`config.mk`:
```
export PLATFORM = sky130hd
export DESIGN_NAME = multi_digit_display
export DESIGN_NICKNAME = d
export VERILOG_FILES = /design/src/rtl/seg_display_pkg.sv /design/src/rtl/refresh_timer.sv /design/src/rtl/multi_digit_display.sv
export SDC_FILE = /design/constraint.sdc
export NUM_CORES = 1
export LEC_CHECK = 0
export CAP_MARGIN = 20
export CORE_AREA = 3 3 124 102
export DETAILED_ROUTE_END_ITERATION = 8
export DIE_AREA = 0 0 127 105
export MAX_ROUTING_LAYER = met4
export PLACE_DENSITY_LB_ADDON = 0.3
export SYNTH_ARGS = -nofsm -noshare
export SYNTH_HDL_FRONTEND = slang
export SYNTH_SLANG_ARGS = --single-unit
```
`constraint.sdc`:
```
create_clock -name clock -period 5.5 [get_ports clock]
set_clock_uncertainty 0.15 [all_clocks]
set_input_delay 1.1 -clock clock [delete_from_list [all_inputs] [get_ports clock]]
set_output_delay 1.1 -clock clock [all_outputs]
set_load 0.03 [all_outputs]
```
`src/rtl/seg_display_pkg.sv`:
```
// rtl/seg_display_pkg.sv - shared glyph table, segment bit positions and index widths for the scanned display
package seg_display_pkg;

   localparam int IDX_W    = 4;
   localparam int BRIGHT_W = 4;

   localparam int SEG_A  = 0;
   localparam int SEG_G  = 6;
   localparam int SEG_DP = 7;

   // Active-high glyphs, bit SEG_A..SEG_G = a..g; b and d are lower-case forms
   function automatic logic [6:0] hex_glyph(input logic [3:0] nibble);
      logic [6:0] g;
      g = 7'h00;
      case (nibble)
         4'h0: g = 7'h3F;
         4'h1: g = 7'h06;
         4'h2: g = 7'h5B;
         4'h3: g = 7'h4F;
         4'h4: g = 7'h66;
         4'h5: g = 7'h6D;
         4'h6: g = 7'h7D;
         4'h7: g = 7'h07;
         4'h8: g = 7'h7F;
         4'h9: g = 7'h6F;
         4'hA: g = 7'h77;
         4'hB: g = 7'h7C;
         4'hC: g = 7'h39;
         4'hD: g = 7'h5E;
         4'hE: g = 7'h79;
         4'hF: g = 7'h71;
         default: g = 7'h00;
      endcase
      return g;
   endfunction

endpackage

```
`src/rtl/refresh_timer.sv`:
```
// rtl/refresh_timer.sv - free-running prescaler that steps the scanned digit index and flags frame wraps
module refresh_timer
   import seg_display_pkg::*;
#(
   parameter int NUM_DIGITS    = 8,
   parameter int PRESCALE_BITS = 12
) (
   input  logic                clock,
   input  logic                reset,
   output logic [IDX_W-1:0]    idx,
   output logic [BRIGHT_W-1:0] phase,
   output logic                frame_wrap
);

   localparam logic [IDX_W-1:0] LAST_IDX = IDX_W'(NUM_DIGITS - 1);

   logic [PRESCALE_BITS-1:0] prescaler;
   logic                     terminal;
   logic                     last_idx;

   assign terminal   = &prescaler;
   assign last_idx   = (idx == LAST_IDX);
   assign frame_wrap = terminal & last_idx;
   assign phase      = prescaler[PRESCALE_BITS-1 -: BRIGHT_W];

   always_ff @(posedge clock or posedge reset) begin
      if (reset) begin
         prescaler <= '0;
         idx       <= '0;
      end else begin
         prescaler <= prescaler + PRESCALE_BITS'(1);
         if (terminal) begin
            idx <= last_idx ? '0 : idx + IDX_W'(1);
         end
      end
   end

endmodule

```
`src/rtl/multi_digit_display.sv`:
```
// rtl/multi_digit_display.sv - multiplexed hex display driver with PWM dimming and leading-zero blanking
// Optional MULTI_DIGIT_DISPLAY_BLINK_EN adds blink_mask and a 32-frame blink cycle.
module multi_digit_display
   import seg_display_pkg::*;
#(
   parameter int NUM_DIGITS    = 8,
   parameter int PRESCALE_BITS = 12,
   parameter int ACTIVE_LOW    = 1
) (
   input  logic                    clock,
   input  logic                    reset,
   input  logic [4*NUM_DIGITS-1:0] value,
   input  logic [NUM_DIGITS-1:0]   dots,
   input  logic                    load,
   input  logic [BRIGHT_W-1:0]     brightness,
   input  logic                    blank_lz,
`ifdef MULTI_DIGIT_DISPLAY_BLINK_EN
   input  logic [NUM_DIGITS-1:0]   blink_mask,
`endif
   output logic [7:0]              segment,
   output logic [NUM_DIGITS-1:0]   digit,
   output logic                    frame_done
);

   // XOR masks that turn active-high internal levels into the pin polarity
   localparam logic [7:0]            SEG_OFF = (ACTIVE_LOW != 0) ? 8'hFF : 8'h00;
   localparam logic [NUM_DIGITS-1:0] DIG_OFF = (ACTIVE_LOW != 0) ? '1 : '0;

   logic [IDX_W-1:0]        idx;
   logic [BRIGHT_W-1:0]     phase;
   logic                    frame_wrap;

   logic [4*NUM_DIGITS-1:0] shadow_value, active_value;
   logic [NUM_DIGITS-1:0]   shadow_dots, active_dots;
   logic                    wrap_d;

   logic [3:0]              cur_nibble;
   logic                    cur_dot;
   logic [NUM_DIGITS-1:0]   cur_onehot;
   logic                    seen;
   logic                    blanked;
   logic                    blink_off;
   logic                    lit;
   logic [7:0]              seg_on;
   logic [7:0]              seg_next;
   logic [NUM_DIGITS-1:0]   dig_next;

   refresh_timer #(
      .NUM_DIGITS   (NUM_DIGITS),
      .PRESCALE_BITS(PRESCALE_BITS)
   ) u_timer (
      .clock     (clock),
      .reset     (reset),
      .idx       (idx),
      .phase     (phase),
      .frame_wrap(frame_wrap)
   );

   // Active data only changes on the wrap so a frame never mixes old and new digits
   always_ff @(posedge clock or posedge reset) begin
      if (reset) begin
         shadow_value <= '0;
         shadow_dots  <= '0;
         active_value <= '0;
         active_dots  <= '0;
         wrap_d       <= 1'b0;
      end else begin
         if (load) begin
            shadow_value <= value;
            shadow_dots  <= dots;
         end
         if (frame_wrap) begin
            active_value <= load ? value : shadow_value;
            active_dots  <= load ? dots  : shadow_dots;
         end
         wrap_d <= frame_wrap;
      end
   end

`ifdef MULTI_DIGIT_DISPLAY_BLINK_EN
   logic [4:0] blink_cnt;

   always_ff @(posedge clock or posedge reset) begin
      if (reset) begin
         blink_cnt <= '0;
      end else if (frame_wrap) begin
         blink_cnt <= blink_cnt + 5'd1;
      end
   end

   assign blink_off = blink_cnt[4] & (|(blink_mask & cur_onehot));
`else
   assign blink_off = 1'b0;
`endif

   // Scan from the top digit down so "seen" marks any content at or above digit k
   always_comb begin
      cur_nibble = 4'h0;
      cur_dot    = 1'b0;
      cur_onehot = '0;
      seen       = 1'b0;
      blanked    = 1'b0;
      for (int k = NUM_DIGITS - 1; k >= 0; k--) begin
         seen = seen | (active_value[4*k +: 4] != 4'h0) | active_dots[k];
         if (idx == IDX_W'(k)) begin
            cur_nibble    = active_value[4*k +: 4];
            cur_dot       = active_dots[k];
            cur_onehot[k] = 1'b1;
            blanked       = blank_lz & ~seen & (k != 0);
         end
      end
   end

   always_comb begin
      seg_on              = 8'h00;
      seg_on[SEG_DP]      = cur_dot;
      seg_on[SEG_G:SEG_A] = hex_glyph(cur_nibble);
      lit                 = ~blanked & ~blink_off & (phase < brightness);
      seg_next            = lit ? seg_on : 8'h00;
      dig_next            = lit ? cur_onehot : '0;
   end

   always_ff @(posedge clock or posedge reset) begin
      if (reset) begin
         segment    <= SEG_OFF;
         digit      <= DIG_OFF;
         frame_done <= 1'b0;
      end else begin
         segment    <= seg_next ^ SEG_OFF;
         digit      <= dig_next ^ DIG_OFF;
         frame_done <= wrap_d;
      end
   end

endmodule

```
==> results.py <==
metrics = {
    "synthesis": {
        "ys_seq_area_share_pct": 55.6,
        "yosysUniqueCellTypes": 50,
        "ys_ff_latch": 114,
        "synth_top_family_by_area": "multiplexers",
        "async_reset_ff_share_pct": 100,
        "yosys_warnings": 0,
        "synth_area_sq_um": 5170,
        "synth_xor_area_share_pct": 1.86,
        "yosys.area_share.simple_pct": 9.59,
        "synthFlopType": "dfrtp_1",
        "syn-num-nets": 478,
        "synth_fa_ha_area_share_pct": 3.39,
        "synth_compound_area_share_pct": 8.18,
        "synth_edf_count": 0,
        "muxShareOfSynthArea_pct": 18.3,
        "netlist_instances": 416,
        "syn_area_per_cell_sq_um": 12.4,
    },
    "placed_design": {
        "gp_congestion": 0.891,
        "numPortBuffers": 64,
        "dpl-instance-area_sq_um": 5910,
        "dp_hpwl_um": 7330,
        "dp_cells": 610,
    },
    "die": {
        "start_util_pct": 45.0,
        "dieArea_sq_um": 13300,
        "die_x_um": 127,
        "die_h_um": 105,
        "ioPinCount": 65,
        "rows": 35,
        "coreArea_sq_um": 11500,
    },
    "power": {
        "cellPowerDensity_nw_per_um2": 333,
        "ir_drop_mv": 0.220,
        "total_power_uw": 2180,
        "leakagePower_uw": 0.00294,
    },
    "clock_tree": {
        "clk_pin_slew_worst_paths_ns": 0.05,
        "clock-sinks": 114,
        "htreeDepth": 4,
        "cts_tree": "yes",
        "clkLatencyLatePin_ns": 0.41,
        "root_buffer": "clkbuf_16",
        "numCtsBuffers": 17,
        "cts.path.max_buffers": 2,
        "cts_resized": 0,
        "postCtsHoldBufs": 0,
        "cts_setup_buffers": 0,
    },
    "grt": {
        "grt_max_degree": 80,
        "grt.total_usage_pct": 17.8,
        "gr-total-overflow": 0,
        "antenna_found_initial": 0,
        "grt_pass1_vias": 3530,
        "grt_pass1_wl_um": 18100,
    },
    "critical_path": {
        "crit_fanout": 26,
        "critPathRequiredTime_ns": 5.66,
        "endpoint_kind": "flop",
        "critPathKind": "flop to flop",
        "start_kind": "flop",
        "arrival_ns": 3.49,
    },
    "final_layout": {
        "area_delta_synth_final_pct": 26.9,
        "finalNonFillerCells": 642,
        "multi_input_area_sq_um": 2140,
        "nNetsFinal": 543,
        "layout_common_cells": "dfrtp_1 (98), mux2_2 (79), clkdlybuf4s50_1 (63)",
        "utilization_pct": 57.2,
        "final_common_cell": "dfrtp_1",
        "fin_area_sq_um": 6560,
        "register_area_sq_um": 2870,
        "layout-drive-gt1-share_pct": 27.3,
        "nFillCells": 954,
        "n_antenna_cell": 0,
    },
    "timing": {
        "setup-tns-final_ns": 0,
        "fin_crit_sh_pct": 60.5,
        "hold_violations": 0,
        "slew_headroom_pct": 33.6,
        "rsz0062_at_grt": "false",
        "tightest_slew_ns": 0.996,
        "finalMaxSlewViolations": 0,
        "setup_violations": 0,
        "finalCriticalPeriod_ns": 3.33,
        "max_freq_mhz": 301,
    },
    "outcome": {
        "status": "completed",
    },
    "detailed_routing": {
        "antenna_left": 0,
        "totalWireLength_um": 10900,
        "post_drt_wl_per_cell_um": 17.0,
        "drtPass1Iterations": 5,
        "vias": 3431,
        "via_per_inst": 5.34,
        "post-route-drc-count": 0,
        "drtIter0Drc": 245,
    },
    "flow_run": {
        "maxCapViolCount": 0,
    },
    "min_path": {
        "hp-class": "flop to flop",
    },
}
[Yosys cell counts, types with 3 or more instances]
cell      instances  share of area [%]
a211oi_1          3               0.44
a21oi_1          14                1.4
a221oi_1          5               0.85
a22oi_1           3               0.44
and3_1            4               0.48
buf_1             4               0.29
buf_2             8               0.77
clkbuf_1          6               0.44
dfrtp_1          98                 47
dfstp_2          16                8.1
ha_1             14                3.4
inv_1            16                1.2
mux2_2           79                 17
mux2i_1           3               0.58
nand2_1          33                2.4
nand2b_1          5               0.61
nand3_1          13                1.3
nand4_1           4               0.48
nor2_1           15                1.1
nor2b_1           6               0.73
nor3_1            3               0.29
o211ai_1          4               0.58
o21ai_0          12                1.2
or4_1             4               0.58
xnor2_1           7                1.2
xor2_1            4               0.68
[worst paths after layout]
kind,slack (ns),endpoint,depth (start not counted),from
setup / recovery,2.17,segment[0],10,u_timer.idx[0]
hold / removal,0.19,frame_done,0,wrap_d
max in group asynchronous,3.03,digit[7],3,reset
min in group asynchronous,1.11,shadow_value[24],2,reset
setup reg to reg,2.17,segment[0],10,u_timer.idx[0]
hold reg to reg,0.19,frame_done,0,wrap_d
[critical path: stages, from the launching register on]
cell       delay (ns)
dfrtp_1          0.41
inv_1            0.14
ha_1             0.72
o21ai_0          0.21
a221oi_1         0.38
o22ai_1          0.29
inv_1            0.19
ha_1             0.25
nand2_1          0.10
mux2_2           0.29
o2111ai_1        0.10
[power by group]
group          leakage (uW)  switching, uW  internal (uW)
Combinational       0.00122           48.6           60.5
Clock              0.000310            368            825
Sequential          0.00141           7.56            872
Total               0.00294            425           1760
[per-stage QoR]
step	hold slack, ns	worst slack [ns]
floorplan	0.181	1.26
global placement	0.187	2.26
detailed placement	0.187	2.18
CTS	0.194	2.22
global route	0.194	1.85
finish	0.193	2.17
[final cells by class]
cell class | instances | share of cell area, %
inverters | 16 | 0.954
flip-flops and latches | 114 | 43.8
clock buffers | 22 | 7.08
well taps | 148 | 2.82
repair buffers | 66 | 9.92
clock inverters | 10 | 2.75
multi-input cells | 266 | 32.7
[sequential cells by signal (all words and copies together) (netlist names)]
register	cells
shadow_value	32
shadow_dots	8
wrap_d	1
active_value	32
segment	8
u_timer.idx	4
active_dots	8
u_timer.prescaler	12
digit	8
frame_done	1
[cells by family after synthesis]
kind of cell               after synthesis
muxes                                   83
DFF                                    114
adders and majority gates               14
and+or+nand+nor                         98
AOI/OAI and AO/OA                       60
buffers and inverters                   36
xor gates and xnor gates                11
[layer usage]
layer	GRT usage (%)	vias up	part of all wire [%]
li1	-	1616	-
met1	24.6	1683	48
met2	25.1	114	44
met3	5.21	18	6.1
met4	6.36	0	1.4
met5	-	-	0
Power figures use the tool's default switching activity.
